[src/rtl/iob_timer_alarm_pkg.sv]
// Shared constants for the timer alarm: config write address codes, FSM states
// and default widths.
package iob_timer_alarm_pkg;

  localparam int DATA_W_DEF   = 32;
  localparam int MISSED_W_DEF = 8;

  typedef enum logic [1:0] {
    CMP_LO = 2'd0,
    CMP_HI = 2'd1,
    PER_LO = 2'd2,
    PER_HI = 2'd3
  } waddr_e;

  typedef enum logic {
    IDLE  = 1'b0,
    ARMED = 1'b1
  } state_e;

endpackage

[src/rtl/iob_timer_alarm_if.sv]
// Control/status bundle between the CSR side and the alarm; the CSR side is the
// master, the alarm block is the slave.
interface iob_timer_alarm_if
  import iob_timer_alarm_pkg::*;
#(
  parameter int DATA_W   = DATA_W_DEF,
  parameter int MISSED_W = MISSED_W_DEF
);

  logic                  cke_i;
  logic [2*DATA_W-1:0]   time_i;
  logic                  wen_i;
  logic [1:0]            waddr_i;
  logic [DATA_W-1:0]     wdata_i;
  logic                  mode_i;
  logic                  arm_i;
  logic                  disarm_i;
  logic                  ack_i;
  logic                  armed_o;
  logic                  pending_o;
  logic                  irq_o;
  logic [MISSED_W-1:0]   missed_o;

  modport master (
    output cke_i, time_i, wen_i, waddr_i, wdata_i, mode_i, arm_i, disarm_i, ack_i,
    input  armed_o, pending_o, irq_o, missed_o
  );

  modport slave (
    input  cke_i, time_i, wen_i, waddr_i, wdata_i, mode_i, arm_i, disarm_i, ack_i,
    output armed_o, pending_o, irq_o, missed_o
  );

endinterface

[src/rtl/iob_timer_alarm_wreg.sv]
// Double-width config register: the low word waits in a shadow until the high
// word arrives, so the compare logic never sees a half-written value.
module iob_timer_alarm_wreg #(
  parameter int DATA_W = 32
) (
  input  logic                clk,
  input  logic                arst,
  input  logic                cke,
  input  logic                wen_lo,
  input  logic                wen_hi,
  input  logic [DATA_W-1:0]   wdata,
  input  logic                load,
  input  logic [2*DATA_W-1:0] load_data,
  output logic [2*DATA_W-1:0] value
);

  logic [DATA_W-1:0] shadow;

  // NOTE: the shadow is a plain flop, not RAM, so it is reset along with the
  // committed value; a hi write without a prior lo write then commits a known 0.
  always_ff @(posedge clk or posedge arst) begin
    if (arst) begin
      shadow <= '0;
      value  <= '0;
    end else if (cke) begin
      // NOTE: non-blocking assignments so every flop samples pre-edge values.
      if (wen_lo) shadow <= wdata;
      // A software commit outranks the hardware auto-reload.
      if (wen_hi)    value <= {wdata, shadow};
      else if (load) value <= load_data;
    end
  end

endmodule

[src/rtl/iob_timer_alarm.sv]
// Alarm comparator: watches the live time count against a programmable compare
// value, with one-shot or auto-reloading periodic operation and a missed-hit count.
module iob_timer_alarm
  import iob_timer_alarm_pkg::*;
#(
  parameter int DATA_W   = DATA_W_DEF,
  parameter int MISSED_W = MISSED_W_DEF
) (
  input  logic             clk_i,
  input  logic             arst_i,
  iob_timer_alarm_if.slave bus
);

  localparam int TW = 2 * DATA_W;
  localparam logic [MISSED_W-1:0] MISSED_MAX = '1;

  state_e              state;
  logic                mode_q;
  logic                pending_q;
  logic                wrap_q;
  logic [MISSED_W-1:0] missed_q;

  logic [TW-1:0] cmp;
  logic [TW-1:0] period;
  logic [TW-1:0] cmp_next;
  logic          carry;
  logic          hit;
  logic          reload;
  logic          wen_cmp_lo, wen_cmp_hi, wen_per_lo, wen_per_hi;

  always_comb begin
    // NOTE: every signal gets a default first so no path through here infers a latch.
    wen_cmp_lo = 1'b0;
    wen_cmp_hi = 1'b0;
    wen_per_lo = 1'b0;
    wen_per_hi = 1'b0;
    if (bus.wen_i) begin
      unique case (waddr_e'(bus.waddr_i))
        CMP_LO: wen_cmp_lo = 1'b1;
        CMP_HI: wen_cmp_hi = 1'b1;
        PER_LO: wen_per_lo = 1'b1;
        PER_HI: wen_per_hi = 1'b1;
      endcase
    end
  end

  // wrap_q blocks hits after the reload overflowed until time itself wraps.
  assign hit                = (state == ARMED) && !wrap_q && (bus.time_i >= cmp);
  assign {carry, cmp_next}  = {1'b0, cmp} + {1'b0, period};
  assign reload             = hit && mode_q && (period != '0);

  iob_timer_alarm_wreg #(.DATA_W(DATA_W)) u_cmp (
    .clk       (clk_i),
    .arst      (arst_i),
    .cke       (bus.cke_i),
    .wen_lo    (wen_cmp_lo),
    .wen_hi    (wen_cmp_hi),
    .wdata     (bus.wdata_i),
    .load      (reload),
    .load_data (cmp_next),
    .value     (cmp)
  );

  iob_timer_alarm_wreg #(.DATA_W(DATA_W)) u_period (
    .clk       (clk_i),
    .arst      (arst_i),
    .cke       (bus.cke_i),
    .wen_lo    (wen_per_lo),
    .wen_hi    (wen_per_hi),
    .wdata     (bus.wdata_i),
    .load      (1'b0),
    .load_data ({TW{1'b0}}),
    .value     (period)
  );

  always_ff @(posedge clk_i or posedge arst_i) begin
    if (arst_i) begin
      state     <= IDLE;
      mode_q    <= 1'b0;
      pending_q <= 1'b0;
      missed_q  <= '0;
      wrap_q    <= 1'b0;
    end else if (bus.cke_i) begin
      if (bus.disarm_i) begin
        state <= IDLE;
      end else begin
        if (bus.arm_i) mode_q <= bus.mode_i;
        if (state == IDLE && bus.arm_i) state <= ARMED;
        else if (hit && !reload)        state <= IDLE;
      end

      if (hit) begin
        pending_q <= 1'b1;
        if (bus.ack_i)                                missed_q <= '0;
        else if (pending_q && missed_q != MISSED_MAX) missed_q <= missed_q + MISSED_W'(1);
      end else if (bus.ack_i) begin
        pending_q <= 1'b0;
        missed_q  <= '0;
      end

      if (wen_cmp_hi)                    wrap_q <= 1'b0;
      else if (reload)                   wrap_q <= carry;
      else if (wrap_q && bus.time_i < cmp) wrap_q <= 1'b0;
    end
  end

  assign bus.armed_o   = (state == ARMED);
  assign bus.pending_o = pending_q;
  assign bus.irq_o     = pending_q;
  assign bus.missed_o  = missed_q;

endmodule

[src/flat_wrapper.sv]
// flat-port wrapper written by rule: the top's interface ports become plain ports
module iob_timer_alarm_flat import iob_timer_alarm_pkg::*;
#(
  parameter int DATA_W   = DATA_W_DEF,
  parameter int MISSED_W = MISSED_W_DEF
)
  (clk_i, arst_i, bus_cke_i, bus_time_i, bus_wen_i, bus_waddr_i, bus_wdata_i, bus_mode_i, bus_arm_i, bus_disarm_i, bus_ack_i, bus_armed_o, bus_pending_o, bus_irq_o, bus_missed_o);
  iob_timer_alarm_if #(.DATA_W(DATA_W), .MISSED_W(MISSED_W)) bus_i ();
  input  logic clk_i;
  input  logic arst_i;
  input wire logic [$bits(bus_i.cke_i)-1:0] bus_cke_i;
  input wire logic [$bits(bus_i.time_i)-1:0] bus_time_i;
  input wire logic [$bits(bus_i.wen_i)-1:0] bus_wen_i;
  input wire logic [$bits(bus_i.waddr_i)-1:0] bus_waddr_i;
  input wire logic [$bits(bus_i.wdata_i)-1:0] bus_wdata_i;
  input wire logic [$bits(bus_i.mode_i)-1:0] bus_mode_i;
  input wire logic [$bits(bus_i.arm_i)-1:0] bus_arm_i;
  input wire logic [$bits(bus_i.disarm_i)-1:0] bus_disarm_i;
  input wire logic [$bits(bus_i.ack_i)-1:0] bus_ack_i;
  output wire logic [$bits(bus_i.armed_o)-1:0] bus_armed_o;
  output wire logic [$bits(bus_i.pending_o)-1:0] bus_pending_o;
  output wire logic [$bits(bus_i.irq_o)-1:0] bus_irq_o;
  output wire logic [$bits(bus_i.missed_o)-1:0] bus_missed_o;
  assign bus_i.cke_i = bus_cke_i;
  assign bus_i.time_i = bus_time_i;
  assign bus_i.wen_i = bus_wen_i;
  assign bus_i.waddr_i = bus_waddr_i;
  assign bus_i.wdata_i = bus_wdata_i;
  assign bus_i.mode_i = bus_mode_i;
  assign bus_i.arm_i = bus_arm_i;
  assign bus_i.disarm_i = bus_disarm_i;
  assign bus_i.ack_i = bus_ack_i;
  assign bus_armed_o = bus_i.armed_o;
  assign bus_pending_o = bus_i.pending_o;
  assign bus_irq_o = bus_i.irq_o;
  assign bus_missed_o = bus_i.missed_o;
  iob_timer_alarm #(.DATA_W(DATA_W), .MISSED_W(MISSED_W)) u_core (.clk_i(clk_i), .arst_i(arst_i), .bus(bus_i));
endmodule
[config.mk]
export PLATFORM = sky130hd
export DESIGN_NAME = iob_timer_alarm_flat
export DESIGN_NICKNAME = d
export VERILOG_FILES = /design/src/rtl/iob_timer_alarm_pkg.sv /design/src/rtl/iob_timer_alarm_if.sv /design/src/rtl/iob_timer_alarm_wreg.sv /design/src/rtl/iob_timer_alarm.sv /design/src/flat_wrapper.sv
export SDC_FILE = /design/constraint.sdc
export NUM_CORES = 1
export LEC_CHECK = 0
export ABC_CLOCK_PERIOD_IN_PS = 4100
export CORE_UTILIZATION = 35
export CTS_BUF_LIST = sky130_fd_sc_hd__clkbuf_8
export DETAILED_ROUTE_END_ITERATION = 16
export SYNTH_ARGS = -nofsm -noshare
export SYNTH_HDL_FRONTEND = slang
export SYNTH_HIERARCHICAL = 1
export SYNTH_SLANG_ARGS = --single-unit
[constraint.sdc]
create_clock -name clk_i -period 4.1 [get_ports clk_i]
set_input_delay 0.82 -clock clk_i [delete_from_list [all_inputs] [get_ports clk_i]]
set_output_delay 0.82 -clock clk_i [all_outputs]
set_load 0.02 [all_outputs]
After elaboration in Yosys (flattened, before gate mapping). Cells that the tools add are included. Widths: inputs -> output; s select.

Magnitude comparators: 2. Reductions and logical operators: 26. Equality and inequality tests: 4. Bitwise gates (word level): 2. Multiplexer cells: 22. Add/subtract/negate cells: 2.

Operators by type and width (count): $mux 64 (2); $add 64x64->65 (1); $ge 64x64->1 (1); $lt 64x64->1 (1); $reduce_bool 64->1 (1); $mux 8 (4); $mux 1 (16); $reduce_and 2->1 (7); $add 8x1->8 const B (1); $logic_and 1x1->1 (8); $ne 8x8->1 const B (1); $reduce_and 3->1 (2); $reduce_bool 2->1 (3); $reduce_bool 3->1 (2); $eq 2x2->1 const B (2); $eq 2x1->1 const B (1); $logic_not 1->1 (2); $logic_not 2->1 (1); $not 1->1 (2).

Output and inout bits: 11. Register bits: 204.

Depth between registers and ports, before layout.
Word-level depth: 10. Mapped depth: 16.

Modules after synthesis. The synthesis kept the hierarchy.

By module, submodules not included: iob_timer_alarm_wreg (instances 2, cells each 414, area an instance 4331.7 um^2, sequential area each 2402.3 um^2); iob_timer_alarm (instances 1, cells each 920, area an instance 6486.2 um^2, sequential area each 300.3 um^2).

Least setup slack after synthesis. No wires, ideal clock.

Kind: in2reg. Start: input bus_time_i[33]. End: register u_core.u_cmp.value[62]. Stages: 15. Buffers on the path: 2. Required time: 3.974 ns. Setup slack: 0.763 ns. Data arrival time: 3.211 ns. Cell sequence: ha_1 > a21o_1 > a21o_1 > a21o_1 > a221o_1 > a22oi_1 > and4_4 > a21oi_1 > nand2_1 > nor2_1 > or2_1 > buf_2 > buf_2 > o32ai_1 > nor2_1.

Word-level cells in the longest chain between the ends: 6.

RTL lines: from (decl) (RTL line flat_wrapper.sv:12) `input wire logic [$bits(bus_i.time_i)-1:0] bus_time_i;`; $ge 64x64->1 (RTL line iob_timer_alarm.sv:48) `assign hit = (state == ARMED) && !wrap_q && (bus.time_i >= cmp);`; $logic_and 1x1->1 (RTL line iob_timer_alarm.sv:48); $logic_and 1x1->1 (2 in a row) (RTL line iob_timer_alarm.sv:50) `assign reload = hit && mode_q && (period != '0);`; net u_core.reload (RTL line iob_timer_alarm.sv:28) `logic reload;`; $reduce_bool 2->1 (no line); $reduce_and 2->1 (no line); to (signal assigned) (RTL line iob_timer_alarm_wreg.sv:29) `if (wen_hi) value <= {wdata, shadow};`; to (signal assigned) (RTL line iob_timer_alarm_wreg.sv:30) `else if (load) value <= load_data;`; to (decl) (RTL line iob_timer_alarm_wreg.sv:14) `output logic [2*DATA_W-1:0] value`.

The timed path passes the listed nets, and every way through them passes these cells. A chain may end at the register's enable or synchronous reset.

Worst setup path after layout.
Start: input bus_time_i[35]. End: register u_core.u_cmp.value[38].

Same word-level chain as after synthesis.

==> impl_metrics.toml <==
[power]
peakVddDrop_v = 0.000227
p_total_mw = 12.2
p_leak_nw = 7.81
powerDensity_nw_per_um2 = 673

[flow_run]
maxCapViolations = 0

[global_route]
grt_usage = 0.242
grt_overflow = 0
grt_max_degree = 103
grt_pass1_vias = 14001
grt_pass1_wl_um = 82600
antenna_found_initial = 0

[worst_setup_path]
path_common_cell = "buf_4"
worstPathArrival_ps = 4490
critPathRequiredTime_ps = 4560
critPathBufInv = 5
crit_path_cell_trace = "clkdlybuf4s50_1 > ha_1 > nand4_1 > buf_4 > nor4_2 > buf_4 > nand4b_1 > or4_4 > a21oi_4 > nand2_1 > nor2_2 > buf_4 > o21a_4 > buf_12 > nor2_1 > nor3_2"
crit_path_end_kind = "flip-flop"
path_class = "primary input to flip-flop"
worstPathMaxFanout = 12
crit_family = "simple AND/OR/NAND/NOR gates"
cp_slowest_stage_delay_ps = 680
start_kind = "primary input"
rrSetupSlack_ps = 190
slowest_stage = "or4_4"

[synthesis]
synth_cell_types = 80
synthAdderAreaFrac = 0.108
synth_top_family_by_area = "simple AND/OR/NAND/NOR gates"
synth.avg_cell_area_sq_um = 8.67
ys_async_sr_fraction = 1.00
synth_compound_area_frac = 0.166
synth_area_sq_um = 15100
seq_area_frac_synth = 0.337
synthSimpleGateAreaFrac = 0.244
yosys-mux-area-fraction = 0.0529
synthXorXnorAreaFrac = 0.0330
syn_inst = 1748
synth_ff_type = "dfrtp_1"
synth_edf_count = 0
synth-seq-cells = 204
ys_warn_count = 6

[status]
status = "finished, violations left"
violations = "max-slew violations"

[route]
vias_per_cell = 5.64
drt_first_pass_iters = 5
routed_wl_um = 53900
vias = 14234
dr.first_iter.drc_count = 1290
wire_per_inst_um = 21.4
ant_nets = 0
drc_errors = 0

[timing]
tightestPinTransition_ps = 1500
relSlewSlack = -0.00541
fin_ws_ps = 72.5
finClkSkew_ps = 32.5
timing.fmax_mhz = 248
hold_violations = 0
min_period_over_period = 0.982
setup_tns_ps = 0
final-setup-viol-count = 0
slew_violations = 63
rsz0062_at_grt = "no"
min_period_ps = 4030

[clocking]
cts_hold_buf = 0
root_buffer = "clkbuf_8"
clk_path_buf_depth = 3
cts_tree = "yes"
cts_buffers = 39
clkTransAtPathRegs_ps = 50
clock_latency_ps = 580
cts.htree.levels = 2
clkSinkCount = 204

[hold_path]
hp-class = "flip-flop to flip-flop"

[place]
portBuffers = 116
gp_congestion = 0.974
dp_hpwl_um = 40200
place_ws_ps = -967

[finish]
num-fill-cells = 4249
final_nets = 2164
antenna_cells = 0
mostFrequentLayoutCells = "204 x nor3_1, 204 x dfrtp_1, 171 x nor2_1, 128 x ha_1, 114 x clkdlybuf4s50_1"
area_growth_pct = 19.8
drive_gt1_frac = 0.0842

[die]
rows = 75
die_x_um = 210
initial_core_util = 0.358
core_sq_um = 42300
die-area_sq_um = 44100
fp.dieH_um = 210
io_pins = 117
==> stage by stage <==
| step | instances | cell area, sq um | hold WS [ps] | util |
|---|---|---|---|---|
| final | 2525 | 18100 | 491 | 0.429 |
| after global routing | 2525 | 18100 | 507 | 0.429 |
| after CTS | 2521 | 18000 | 494 | 0.425 |
| after detailed placement | 2459 | 17200 | 482 | 0.407 |
| after global placement | 2459 | 17200 | 474 | 0.407 |
| after floorplan | 1815 | 15400 | 465 | - |
==> Yosys cell counts, types with 16 or more instances <==
master	number	share of area
o32ai_1	28	0.016
xor2_1	24	0.014
clkbuf_1	38	0.0094
nor2_1	172	0.043
xnor2_1	33	0.019
nor3b_1	101	0.050
nor3_1	210	0.069
nor4_1	24	0.0099
inv_1	94	0.023
o21ai_0	42	0.014
o22ai_1	33	0.014
ha_1	129	0.11
a21o_1	51	0.025
o21bai_1	16	0.0079
mux2_1	60	0.045
nand4_1	41	0.017
a21oi_1	101	0.033
nand3_1	16	0.0053
buf_2	49	0.016
nand2_1	83	0.021
dfrtp_1	204	0.34
==> final cells by class <==
type	instances	area [sq um]	share of cell area
Timing Repair Buffer	176	1740	0.0961
Inverter	96	365	0.0201
Tap cell	577	722	0.0398
Clock buffer	45	619	0.0341
Multi-Input combinational cell	1411	9490	0.523
Sequential cell	204	5100	0.281
Clock inverter	16	101	0.00559
==> cells by family (layout without fill, tap and decap cells) <==
group / count (synthesis) / after routing
buffers and inverters: 200 / 333
multiplexers: 72 / 72
XOR/XNOR: 57 / 57
AND/OR/NAND/NOR: 712 / 712
flip-flops: 204 / 204
AO/OA/AOI/OAI: 372 / 372
adder cells (fa/ha/maj): 130 / 130
other: 1 / 68
==> worst paths after layout <==
path / startpoint / endpoint / cells after the start
max: bus_time_i[35] / u_core/u_cmp/value[38]$_DFFE_PP0P_ / 16
min: u_core/u_cmp/shadow[20]$_DFFE_PP0P_ / u_core/u_cmp/shadow[20]$_DFFE_PP0P_ / 1
max reg2reg: u_core/u_period/value[0]$_DFFE_PP0P_ / u_core/u_cmp/value[62]$_DFFE_PP0P_ / 14
min reg2reg: u_core/u_cmp/shadow[20]$_DFFE_PP0P_ / u_core/u_cmp/shadow[20]$_DFFE_PP0P_ / 1
max in group asynchronous: arst_i / u_core/u_period/value[20]$_DFFE_PP0P_ / 3
min in group asynchronous: arst_i / u_core/bus.irq_o$_DFFE_PP0P_ / 2
==> registers in the layout (all words and copies together) (netlist names) <==
name,cells
u_core/bus.armed_o,1
u_core/u_period/value,64
u_core/bus.missed_o,8
u_core/u_period/shadow,32
u_core/u_cmp/shadow,32
u_core/u_cmp/value,64
u_core/bus.irq_o,1
u_core/wrap_q,1
u_core/mode_q,1
==> power by group <==
part | switching [mW] | internal, mW | total [mW]
clock | 0.909 | 1.05 | 1.96
sequential | 0.648 | 2.59 | 3.24
combinational | 4.06 | 2.95 | 7.01
total | 5.62 | 6.59 | 12.2
==> timing repair <==
action                     CTS  global route
pin swaps                    1             9
gates cloned                 0             3
buffers inserted             1             1
setup endpoints to repair   71            64
gates resized for setup      2            19
==> layer usage <==
layer	global-route usage	wire (um)	up-vias
met3	0.0349	3690	78
met1	0.343	24800	6946
li1	-	-	6677
met4	0.0816	1530	0
met2	0.377	23900	533
met5	0	0	-
==> worst reg2reg max path: stages, from the launching register on <==
cell and delay [ps]:
dfrtp_1 440, ha_1 240, inv_1 70, fa_1 410
nor2b_1 160, o31a_1 220, o21ai_1 180, nand4_1 180
a21oi_1 170, a21oi_1 470, a211oi_2 220, o41ai_1 470
xnor2_1 150, o32ai_1 320, nor2_1 80
No activity file was read; power rests on OpenSTA's default activity.
